--- src/rtl/nasti_aw_burst_gen_pkg.sv ---
// Shared definitions for the NASTI AW burst generator: burst encodings,
// width limits, FSM state type and a small request-legality helper.
package nasti_aw_burst_gen_pkg;

  localparam int MAX_NASTI_ID_WIDTH   = 16;
  localparam int MAX_NASTI_ADDR_WIDTH = 64;
  localparam int MAX_NASTI_USER_WIDTH = 8;

  typedef enum logic [1:0] {
    BURST_FIXED = 2'b00,
    BURST_INCR  = 2'b01,
    BURST_WRAP  = 2'b10,
    BURST_RSVD  = 2'b11
  } burst_t;

  typedef enum logic {
    ST_IDLE  = 1'b0,
    ST_BURST = 1'b1
  } state_t;

  // WRAP bursts are only defined for 2, 4, 8 or 16 beats.
  function automatic logic wrap_len_ok(input logic [7:0] len);
    return (len == 8'd1) || (len == 8'd3) || (len == 8'd7) || (len == 8'd15);
  endfunction

endpackage

--- src/rtl/nasti_aw_burst_gen_if.sv ---
// AW request channel plus per-beat address channel of the burst generator.
// The slave modport is the generator's view, master is the surrounding logic.
interface nasti_aw_burst_gen_if #(
  parameter int ID_WIDTH   = 8,
  parameter int ADDR_WIDTH = 32,
  parameter int USER_WIDTH = 1
) ();

  logic [ID_WIDTH-1:0]   aw_id;
  logic [ADDR_WIDTH-1:0] aw_addr;
  logic [7:0]            aw_len;
  logic [2:0]            aw_size;
  logic [1:0]            aw_burst;
  logic [USER_WIDTH-1:0] aw_user;
  logic                  aw_valid;
  logic                  aw_ready;

  logic [ID_WIDTH-1:0]   beat_id;
  logic [ADDR_WIDTH-1:0] beat_addr;
  logic [USER_WIDTH-1:0] beat_user;
  logic [7:0]            beat_idx;
  logic                  beat_last;
  logic                  beat_err;
  logic                  beat_valid;
  logic                  beat_ready;

  modport master (
    output aw_id, aw_addr, aw_len, aw_size, aw_burst, aw_user, aw_valid,
    input  aw_ready,
    input  beat_id, beat_addr, beat_user, beat_idx, beat_last, beat_err, beat_valid,
    output beat_ready
  );

  modport slave (
    input  aw_id, aw_addr, aw_len, aw_size, aw_burst, aw_user, aw_valid,
    output aw_ready,
    output beat_id, beat_addr, beat_user, beat_idx, beat_last, beat_err, beat_valid,
    input  beat_ready
  );

endinterface

--- src/rtl/nasti_aw_burst_gen_beat_addr_calc.sv ---
// Combinational next-beat address for FIXED, INCR and WRAP sequencing.
// Callers pass INCR for errored bursts so their W data still drains.
module nasti_beat_addr_calc
  import nasti_aw_burst_gen_pkg::*;
#(
  parameter int ADDR_WIDTH = 32
) (
  input  logic [ADDR_WIDTH-1:0] cur_addr,
  input  logic [2:0]            size,
  input  logic [1:0]            burst,
  input  logic [7:0]            len,
  input  logic [ADDR_WIDTH-1:0] base,
  output logic [ADDR_WIDTH-1:0] next_addr
);

  logic [ADDR_WIDTH-1:0] sz;
  logic [ADDR_WIDTH-1:0] span_mask;
  logic [ADDR_WIDTH-1:0] aligned;

  always_comb begin
    sz        = ADDR_WIDTH'(1) << size;
    span_mask = ((ADDR_WIDTH'(len) + ADDR_WIDTH'(1)) << size) - ADDR_WIDTH'(1);
    aligned   = cur_addr & ~(sz - ADDR_WIDTH'(1));
    case (burst)
      BURST_FIXED: next_addr = cur_addr;
      BURST_WRAP:  next_addr = base | ((cur_addr + sz) & span_mask);
      // Aligning first lets an unaligned INCR start land on the next boundary.
      default:     next_addr = aligned + sz;
    endcase
  end

endmodule

--- src/rtl/nasti_aw_burst_gen.sv ---
// NASTI AW consumer: accepts one write-address request and emits len+1 beat
// addresses, with zero-bubble hand-over between back-to-back bursts.
module nasti_aw_burst_gen
  import nasti_aw_burst_gen_pkg::*;
#(
  parameter int ID_WIDTH   = 8,
  parameter int ADDR_WIDTH = 32,
  parameter int USER_WIDTH = 1,
  parameter int DATA_BYTES = 8
) (
  input  logic                 clk,
  input  logic                 rst,
  nasti_aw_burst_gen_if.slave  bus
);

  localparam logic [3:0] DB_LOG2 = 4'($clog2(DATA_BYTES));

  state_t state, state_nxt;
  logic   aw_hs, beat_hs, load, advance;

  logic [ID_WIDTH-1:0]   id_p0;
  logic [USER_WIDTH-1:0] user_p0;
  logic [ADDR_WIDTH-1:0] addr_p0;
  logic [ADDR_WIDTH-1:0] base_p0;
  logic [7:0]            len_p0;
  logic [7:0]            idx_p0;
  logic [2:0]            size_p0;
  logic [1:0]            burst_p0;
  logic                  err_p0;

  logic [ADDR_WIDTH-1:0] req_sz;
  logic [ADDR_WIDTH-1:0] req_span_mask;
  logic                  req_err;
  logic [ADDR_WIDTH-1:0] next_addr;

  // Request decode, evaluated against the live AW fields at handshake time.
  always_comb begin
    req_sz        = ADDR_WIDTH'(1) << bus.aw_size;
    req_span_mask = ((ADDR_WIDTH'(bus.aw_len) + ADDR_WIDTH'(1)) << bus.aw_size)
                    - ADDR_WIDTH'(1);
    req_err = 1'b0;
    if (bus.aw_burst == BURST_RSVD)        req_err = 1'b1;
    if ({1'b0, bus.aw_size} > DB_LOG2)     req_err = 1'b1;
    if (bus.aw_burst == BURST_WRAP) begin
      if (!wrap_len_ok(bus.aw_len))                       req_err = 1'b1;
      if (|(bus.aw_addr & (req_sz - ADDR_WIDTH'(1))))     req_err = 1'b1;
    end
  end

  assign bus.beat_valid = (state == ST_BURST);
  assign bus.beat_last  = (idx_p0 == len_p0);
  assign bus.beat_id    = id_p0;
  assign bus.beat_user  = user_p0;
  assign bus.beat_addr  = addr_p0;
  assign bus.beat_idx   = idx_p0;
  assign bus.beat_err   = err_p0;

  // Ready is a function of state and the beat handshake only, never aw_valid.
  assign bus.aw_ready = !rst && ((state == ST_IDLE) ||
                                 (bus.beat_valid && bus.beat_last && bus.beat_ready));
  assign aw_hs   = bus.aw_valid && bus.aw_ready;
  assign beat_hs = bus.beat_valid && bus.beat_ready;

  always_ff @(posedge clk) begin
    if (rst) state <= ST_IDLE;
    else     state <= state_nxt;
  end

  always_comb begin
    state_nxt = state;
    load      = 1'b0;
    advance   = 1'b0;
    case (state)
      ST_IDLE: begin
        if (aw_hs) begin
          state_nxt = ST_BURST;
          load      = 1'b1;
        end
      end
      ST_BURST: begin
        if (beat_hs) begin
          if (bus.beat_last) begin
            if (aw_hs) load      = 1'b1;
            else       state_nxt = ST_IDLE;
          end else begin
            advance = 1'b1;
          end
        end
      end
      default: state_nxt = ST_IDLE;
    endcase
  end

  nasti_beat_addr_calc #(
    .ADDR_WIDTH (ADDR_WIDTH)
  ) u_addr_calc (
    .cur_addr  (addr_p0),
    .size      (size_p0),
    .burst     (burst_p0),
    .len       (len_p0),
    .base      (base_p0),
    .next_addr (next_addr)
  );

  // Captured request / current beat stage.
  always_ff @(posedge clk) begin
    if (rst) begin
      id_p0    <= '0;
      user_p0  <= '0;
      addr_p0  <= '0;
      base_p0  <= '0;
      len_p0   <= '0;
      idx_p0   <= '0;
      size_p0  <= '0;
      burst_p0 <= '0;
      err_p0   <= 1'b0;
    end else if (load) begin
      id_p0    <= bus.aw_id;
      user_p0  <= bus.aw_user;
      addr_p0  <= bus.aw_addr;
      base_p0  <= bus.aw_addr & ~req_span_mask;
      len_p0   <= bus.aw_len;
      idx_p0   <= 8'd0;
      size_p0  <= bus.aw_size;
      burst_p0 <= req_err ? BURST_INCR : bus.aw_burst;
      err_p0   <= req_err;
    end else if (advance) begin
      addr_p0 <= next_addr;
      idx_p0  <= idx_p0 + 8'd1;
    end
  end

endmodule
--- src/flat_wrapper.sv ---
// flat-port wrapper written by rule: the top's interface ports become plain ports
module nasti_aw_burst_gen_flat import nasti_aw_burst_gen_pkg::*;
#(
  parameter int ID_WIDTH   = 8,
  parameter int ADDR_WIDTH = 32,
  parameter int USER_WIDTH = 1,
  parameter int DATA_BYTES = 8
)
  (clk, rst, bus_aw_id, bus_aw_addr, bus_aw_len, bus_aw_size, bus_aw_burst, bus_aw_user, bus_aw_valid, bus_aw_ready, bus_beat_id, bus_beat_addr, bus_beat_user, bus_beat_idx, bus_beat_last, bus_beat_err, bus_beat_valid, bus_beat_ready);
  nasti_aw_burst_gen_if #(.ID_WIDTH(ID_WIDTH), .ADDR_WIDTH(ADDR_WIDTH), .USER_WIDTH(USER_WIDTH)) bus_i ();
  input  logic clk;
  input  logic rst;
  input wire logic [$bits(bus_i.aw_id)-1:0] bus_aw_id;
  input wire logic [$bits(bus_i.aw_addr)-1:0] bus_aw_addr;
  input wire logic [$bits(bus_i.aw_len)-1:0] bus_aw_len;
  input wire logic [$bits(bus_i.aw_size)-1:0] bus_aw_size;
  input wire logic [$bits(bus_i.aw_burst)-1:0] bus_aw_burst;
  input wire logic [$bits(bus_i.aw_user)-1:0] bus_aw_user;
  input wire logic [$bits(bus_i.aw_valid)-1:0] bus_aw_valid;
  output wire logic [$bits(bus_i.aw_ready)-1:0] bus_aw_ready;
  output wire logic [$bits(bus_i.beat_id)-1:0] bus_beat_id;
  output wire logic [$bits(bus_i.beat_addr)-1:0] bus_beat_addr;
  output wire logic [$bits(bus_i.beat_user)-1:0] bus_beat_user;
  output wire logic [$bits(bus_i.beat_idx)-1:0] bus_beat_idx;
  output wire logic [$bits(bus_i.beat_last)-1:0] bus_beat_last;
  output wire logic [$bits(bus_i.beat_err)-1:0] bus_beat_err;
  output wire logic [$bits(bus_i.beat_valid)-1:0] bus_beat_valid;
  input wire logic [$bits(bus_i.beat_ready)-1:0] bus_beat_ready;
  assign bus_i.aw_id = bus_aw_id;
  assign bus_i.aw_addr = bus_aw_addr;
  assign bus_i.aw_len = bus_aw_len;
  assign bus_i.aw_size = bus_aw_size;
  assign bus_i.aw_burst = bus_aw_burst;
  assign bus_i.aw_user = bus_aw_user;
  assign bus_i.aw_valid = bus_aw_valid;
  assign bus_aw_ready = bus_i.aw_ready;
  assign bus_beat_id = bus_i.beat_id;
  assign bus_beat_addr = bus_i.beat_addr;
  assign bus_beat_user = bus_i.beat_user;
  assign bus_beat_idx = bus_i.beat_idx;
  assign bus_beat_last = bus_i.beat_last;
  assign bus_beat_err = bus_i.beat_err;
  assign bus_beat_valid = bus_i.beat_valid;
  assign bus_i.beat_ready = bus_beat_ready;
  nasti_aw_burst_gen #(.ID_WIDTH(ID_WIDTH), .ADDR_WIDTH(ADDR_WIDTH), .USER_WIDTH(USER_WIDTH), .DATA_BYTES(DATA_BYTES)) u_core (.clk(clk), .rst(rst), .bus(bus_i));
endmodule
--- config.mk ---
export PLATFORM = sky130hd
export DESIGN_NAME = nasti_aw_burst_gen_flat
export DESIGN_NICKNAME = d
export VERILOG_FILES = /design/src/rtl/nasti_aw_burst_gen_pkg.sv /design/src/rtl/nasti_aw_burst_gen_if.sv /design/src/rtl/nasti_aw_burst_gen_beat_addr_calc.sv /design/src/rtl/nasti_aw_burst_gen.sv /design/src/flat_wrapper.sv
export SDC_FILE = /design/constraint.sdc
export NUM_CORES = 1
export LEC_CHECK = 0
export CAP_MARGIN = 0
export CORE_UTILIZATION = 55
export CTS_CLUSTER_SIZE = 30
export DETAILED_ROUTE_END_ITERATION = 6
export PLACE_DENSITY = 0.79
export RECOVER_POWER = 25
export SLEW_MARGIN = 15
export SYNTH_ARGS = -nofsm -noshare
export SYNTH_HDL_FRONTEND = slang
export SYNTH_SLANG_ARGS = --single-unit
--- constraint.sdc ---
create_clock -name clk -period 7.3 [get_ports clk]
set_input_delay 0.73 -clock clk [delete_from_list [all_inputs] [get_ports clk]]
set_output_delay 0.73 -clock clk [all_outputs]
set_load 0.05 [all_outputs]
==> flow_summary.toml, run 1 <==
[route]
drt-initial-drc-count = 1287
ant_nets = 0
vias = 9665
wl_per_cell_um = 20.5
routed_wl_um = 29100
vias_per_cell = 6.79
dr.pass1.iters = 7
drc = 0

[global_routing]
grt_start_max_net_pins = 72
grt-ovfl-total = 0
grt_pass1_vias = 8642
grt_use_total = 0.361
grt_pass1_wl_um = 45800
antenna_found_initial = 0

[synth]
synth_seq_cells = 96
synth_flop_cell = "dfxtp_1"
synthCells = 1188
seq_area_frac_synth = 0.225
synth.area.top_cells = "dfxtp_1 (22%), nand2_1 (6.9%), a21oi_1 (4.9%), xnor2_1 (4.8%), nor2_1 (4.3%)"
yosys.cell_types.count = 91
synthesis.nets = 1269
synth_largest_area_cell = "dfxtp_1"
synth-edff-count = 0
synth_area_sq_mm = 0.00855
yosysWarnings = 0
ys_async_sr_fraction = 0
synth_top_cell_area_share = 0.225
avgSynthCellArea_sq_um = 7.19

[worst_hold_path]
min_path_type = "register to register"
min_from = "u_core.bus.beat_user"
hold_depth = 2
min_to = "u_core.bus.beat_user"

[die]
die_x_um = 127
rows = 45
core_sq_mm = 0.0152
start_util = 0.562
die_area_sq_mm = 0.0160
ios = 111
die-height_um = 127

[cts]
cts-root-buf = "clkbuf_16"
post_cts_buffers = 0
h-tree-depth = 3
clkSinkCount = 96
cts-resized-gates = 0
cts_buffers = 9
cts_hold_buf = 0
clock_path_buffers = 2
clk_pin_slew_ps = 80
cts_tree = "yes"
worstSkewPairLatency_ps = 370

[sta]
setup_slack_ps = 2860
worst_slew_pin_slew_ps = 1060
period_needed_ps = 4440
fin_skew_ps = 15.8
max_freq_ghz = 0.225
setup_violations = 0
rsz0062_at_grt = "no"
relSlewSlack = 0.293
layout_worst_path_cycle_share = 0.608
final_max_slew_viol_count = 0
hold_viol_final = 0
hold-worst-slack_ps = 453
tns_ps = 0

[place]
place.gp.congestion = 0.954
dp.cells = 1408
dpl_worst_slack_ps = 2940
io_buffers = 110
dp_hpwl_um = 20500

[layout]
final_cell_mix = "nand2_1 (156), nor2_1 (97), dfxtp_1 (96)"
area_growth_pct = 16.1
fin_cells = 1424
nNetsFinal = 1312
final_common_cell = "nand2_1"
nFillCells = 1367
final_layout_size_suffix_gt1_frac = 0.0494
diodes = 0

[worst_setup_path]
critPathMaxStageDelay_ps = 430
r2r-start = "u_core.size_p0[0]"
crit_slowest_cell = "a2111oi_1"
worstPathRequired_ps = 7550
r2r_end = "u_core.bus.beat_addr[28]"
cp-start-kind = "register"
critical_path_buf_inv_count = 3
path_delay_family = "simple AND/OR/NAND/NOR gates"
path_cells = "buf_4 -> inv_1 -> nand2_1 -> nor2_1 -> ha_1 -> inv_1 -> fa_1 -> nor2b_1 -> nor3_1 -> nor3_1 -> o21a_1 -> nor3_2 -> nand2_1 -> xnor2_1 -> a211oi_1 -> a2111oi_1"
crit_type = "register to register"
cp-end-kind = "register"
rrSetupSlack_ps = 2860
worst-r2r-cell-count = 16
worstPathMaxFanout = 38
crit_arrival_ps = 4690

[run_status]
outcome = "complete, no violations"

[power_and_ir_drop]
power_density_mw_per_mm2 = 169
finalPower_mw = 1.68
irDropWorstVdd_mv = 0.120
power.static_leakage_nw = 3.64

[flow_run]
cap_violations = 0
==> worst max-delay path by stage <==
stage / start / endpoint / slack [ps] / cells after the start
6_report: u_core.size_p0[0] / u_core.bus.beat_addr[28] / 2860 / 16
5_1_grt: u_core.size_p0[0] / u_core.bus.beat_addr[28] / 2610 / 16
4_1_cts: u_core.size_p0[0] / u_core.bus.beat_addr[28] / 3040 / 16
3_5_place_dp: bus_aw_len[0] / u_core.base_p0[17] / 2940 / 11
3_3_place_gp: bus_aw_len[0] / u_core.base_p0[27] / 2980 / 11
2_1_floorplan: u_core.size_p0[2] / u_core.bus.beat_addr[11] / 3610 / 16
==> routing by layer <==
| metal | track usage | part of all wire | vias to the layer above |
|---|---|---|---|
| met5 | 0 | 0 | - |
| met3 | 0.0582 | 0.11 | 90 |
| met2 | 0.548 | 0.43 | 597 |
| li1 | - | - | 4481 |
| met4 | 0.144 | 0.032 | 0 |
| met1 | 0.509 | 0.43 | 4497 |
==> cells by family after synthesis <==
family | count (synthesis) | share of synthesized area
XOR/XNOR | 81 | 0.0839
flip-flops | 96 | 0.225
multiplexers | 10 | 0.0138
AO/OA/AOI/OAI | 352 | 0.291
adder cells (fa/ha/maj) | 24 | 0.0357
AND/OR/NAND/NOR | 504 | 0.293
buffers and inverters | 121 | 0.0583
==> sequential cells by signal, summed over array words and instances (netlist names) <==
name / cells
u_core.base_p0: 32
u_core.bus.beat_addr: 32
u_core.bus.beat_id: 8
u_core.bus.beat_idx: 8
u_core.len_p0: 8
u_core.size_p0: 3
u_core.burst_p0: 2
u_core.bus.beat_err: 1
u_core.bus.beat_user: 1
u_core.bus.beat_valid: 1
==> worst min-delay path, cell delays in order (launching register included) <==
cell	delay [ps]
dfxtp_1	310
nand2_1	50
a21oi_1	50
==> cell usage after synthesis (all sizes together) (5+ instances only) <==
cell     instances
nand2          156
o31ai            9
a221oi           6
nand3           58
nor2            99
a32o            15
nor3            47
mux2i            5
a22oi            5
nand3b           6
nor4            13
a2111oi          6
a311oi           6
or3             15
o22ai            9
xnor2           47
nor3b            6
nand2b          16
o211ai          10
o21a             8
nand4           28
a22o            11
buf             28
o21ai           54
a31oi           15
nor2b           15
a211oi          37
a21oi           84
inv             28
and2            12
xor2            34
ha              22
dfxtp           96
a211o            8
clkbuf          64
and3            16
a21o            13
==> power breakdown <==
part | internal (mW) | switching [mW]
clock | 0.273 | 0.243
combinational | 0.203 | 0.340
sequential | 0.559 | 0.0592
==> through the flow <==
stage	util	instance area (sq um)
after CTS	0.653	9920
after detailed placement	0.632	9610
final	0.653	9920
after global placement	0.632	9610
after global routing	0.653	9920
after floorplan	-	8550
==> cell type report <==
type	count	area, sq um	area share
clock buffers	9	225	0.0227
clock inverters	7	87.6	0.00883
inverters	29	109	0.0110
multi-input cells	971	6140	0.619
flip-flops and latches	96	1920	0.194
well taps	188	235	0.0237
repair buffers	124	1200	0.121
No activity file was read; power rests on OpenSTA's default activity.
==> run 2, diff against run 1 <==
--- a/config.mk
+++ b/config.mk
@@ -6,10 +6,10 @@
 export NUM_CORES = 1
 export LEC_CHECK = 0
 export CAP_MARGIN = 0
-export CORE_UTILIZATION = 55
+export CORE_UTILIZATION = 52
 export CTS_CLUSTER_SIZE = 30
 export DETAILED_ROUTE_END_ITERATION = 6
-export PLACE_DENSITY = 0.79
+export PLACE_DENSITY = 0.78
 export RECOVER_POWER = 25
 export SLEW_MARGIN = 15
 export SYNTH_ARGS = -nofsm -noshare
==> constraint.sdc (replaced) <==
create_clock -name clk -period 3.8 [get_ports clk]
set_input_delay 0.38 -clock clk [delete_from_list [all_inputs] [get_ports clk]]
set_output_delay 0.38 -clock clk [all_outputs]
set_load 0.05 [all_outputs]
==> flow_summary.toml, run 2 (synthesis results as in run 1) <==
[run_status]
outcome = "complete, no violations"

[die]
die_x_um = 130
ios = 111
start_util = 0.536
rows = 46
die_area_sq_mm = 0.0170
die-height_um = 130
core_sq_mm = 0.0159

[flow_run]
cap_violations = 0

[worst_setup_path]
r2r-start = "u_core.len_p0[1]"
path_cells = "ha_2 -> buf_4 -> nand2_1 -> nor3_1 -> or3_1 -> a221o_1 -> or4b_1 -> nand4b_4 -> nand2b_1 -> nor2b_1 -> ha_1 -> a31oi_1 -> nor3_1 -> a211o_1 -> a211oi_1"
cp-end-kind = "register"
worstPathMaxFanout = 5
crit_arrival_ps = 3890
crit_top_cell = "nor3_1"
critPathMaxStageDelay_ps = 470
critical_path_buf_inv_count = 1
crit_slowest_cell = "or4b_1"
critPathLaunch = "u_core.len_p0[1]"
crit_type = "register to register"
path_delay_family = "simple AND/OR/NAND/NOR gates"
worstPathRequired_ps = 4090
cp-start-kind = "register"

[global_routing]
grt_use_total = 0.359
antenna_found_initial = 0
grt_pass1_wl_um = 47000
grt_start_max_net_pins = 63
grt_pass1_vias = 8642
grt-ovfl-total = 0

[sta]
max_freq_ghz = 0.278
hold_viol_final = 0
final_max_slew_viol_count = 0
setup_violations = 0
setup_slack_ps = 198
layout_worst_path_cycle_share = 0.948
tns_ps = 0
rsz0062_at_grt = "no"
worst_slew_pin_slew_ps = 852
period_needed_ps = 3600
relSlewSlack = 0.423
hold-worst-slack_ps = 452
fin_skew_ps = 12.7

[layout]
nNetsFinal = 1362
final_cell_mix = "nand2_1 (156), nor2_1 (97), dfxtp_1 (94)"
diodes = 0
area_growth_pct = 21.4
final_layout_size_suffix_gt1_frac = 0.0894
final_common_cell = "nand2_1"

[cts]
cts_tree = "yes"
clk_pin_slew_ps = 70
worstSkewPairLatency_ps = 370
clock_path_buffers = 2
h-tree-depth = 3
cts_buffers = 9
cts-root-buf = "clkbuf_16"
clkSinkCount = 96

[route]
drt-initial-drc-count = 1303
routed_wl_um = 30000
ant_nets = 0
vias = 9841
wl_per_cell_um = 20.0
dr.pass1.iters = 6
vias_per_cell = 6.55
drc = 0

[place]
io_buffers = 110
dpl_worst_slack_ps = 131
place.gp.congestion = 0.968
dp_hpwl_um = 22500

[worst_hold_path]
min_from = "u_core.bus.beat_id[5]"
min_path_type = "register to register"

[power_and_ir_drop]
power_density_mw_per_mm2 = 308
finalPower_mw = 3.19
power.static_leakage_nw = 3.90
irDropWorstVdd_mv = 0.221
-- run 2: final cells by class --
class                   count  area [sq um]
well taps                 216           270
repair buffers            174          1620
flip-flops and latches     96          1930
multi-input cells         971          6160
clock buffers               9           225
fillers                  1432          5570
clock inverters             7          65.1
inverters                  29           109
-- run 2: final timing paths --
check	endpoint	cells past startpoint	slack, ps
hold reg to reg	u_core.bus.beat_id[5]	2	450
setup reg to reg	u_core.bus.beat_addr[15]	15	200
hold / removal	u_core.bus.beat_id[5]	2	450
setup / recovery	u_core.bus.beat_addr[15]	15	200
-- run 2: repair_timing --
item | CTS | global route
setup buffers | 0 | 2
hold buffers | 0 | 0
gates resized for setup | 0 | 8
endpoints found under the setup margin | 0 | 11
-- run 2: where the power goes --
group	internal (mW)	total (mW)	switching, mW
Clock	0.458	0.905	0.447
Sequential	1.07	1.18	0.107
Combinational	0.431	1.10	0.674
-- run 2: worst min-delay path, delay by kind of cell, from the launching register on --
family / cells / cell delay [ps]
compound gates: 1 / 50
flops: 1 / 310
simple gates: 1 / 50
-- run 2: per-layer routing --
metal | vias up | global-route usage | routed length [um]
met1 | 4604 | 0.500 | 12600
met4 | 0 | 0.142 | 867
met5 | - | 0 | 0
met3 | 69 | 0.0816 | 3430
met2 | 583 | 0.533 | 13100
li1 | 4585 | - | -
-- run 2: per-stage QoR --
stage	std cells	util	cell area, sq um
floorplan	1188	-	8550
global placement	1484	0.630	10000
detailed placement	1484	0.630	10000
CTS	1500	0.648	10300
global route	1502	0.651	10400
finish	1502	0.651	10400
==> run 3, diff against run 2 <==
--- a/config.mk
+++ b/config.mk
@@ -9,6 +9,7 @@
 export CORE_UTILIZATION = 52
 export CTS_CLUSTER_SIZE = 30
 export DETAILED_ROUTE_END_ITERATION = 6
+export HOLD_SLACK_MARGIN = 0.05
 export PLACE_DENSITY = 0.78
 export RECOVER_POWER = 25
 export SLEW_MARGIN = 15
==> results of run 3 <==
Same layout as run 2: the final DEF is identical, and so are final timing and power.
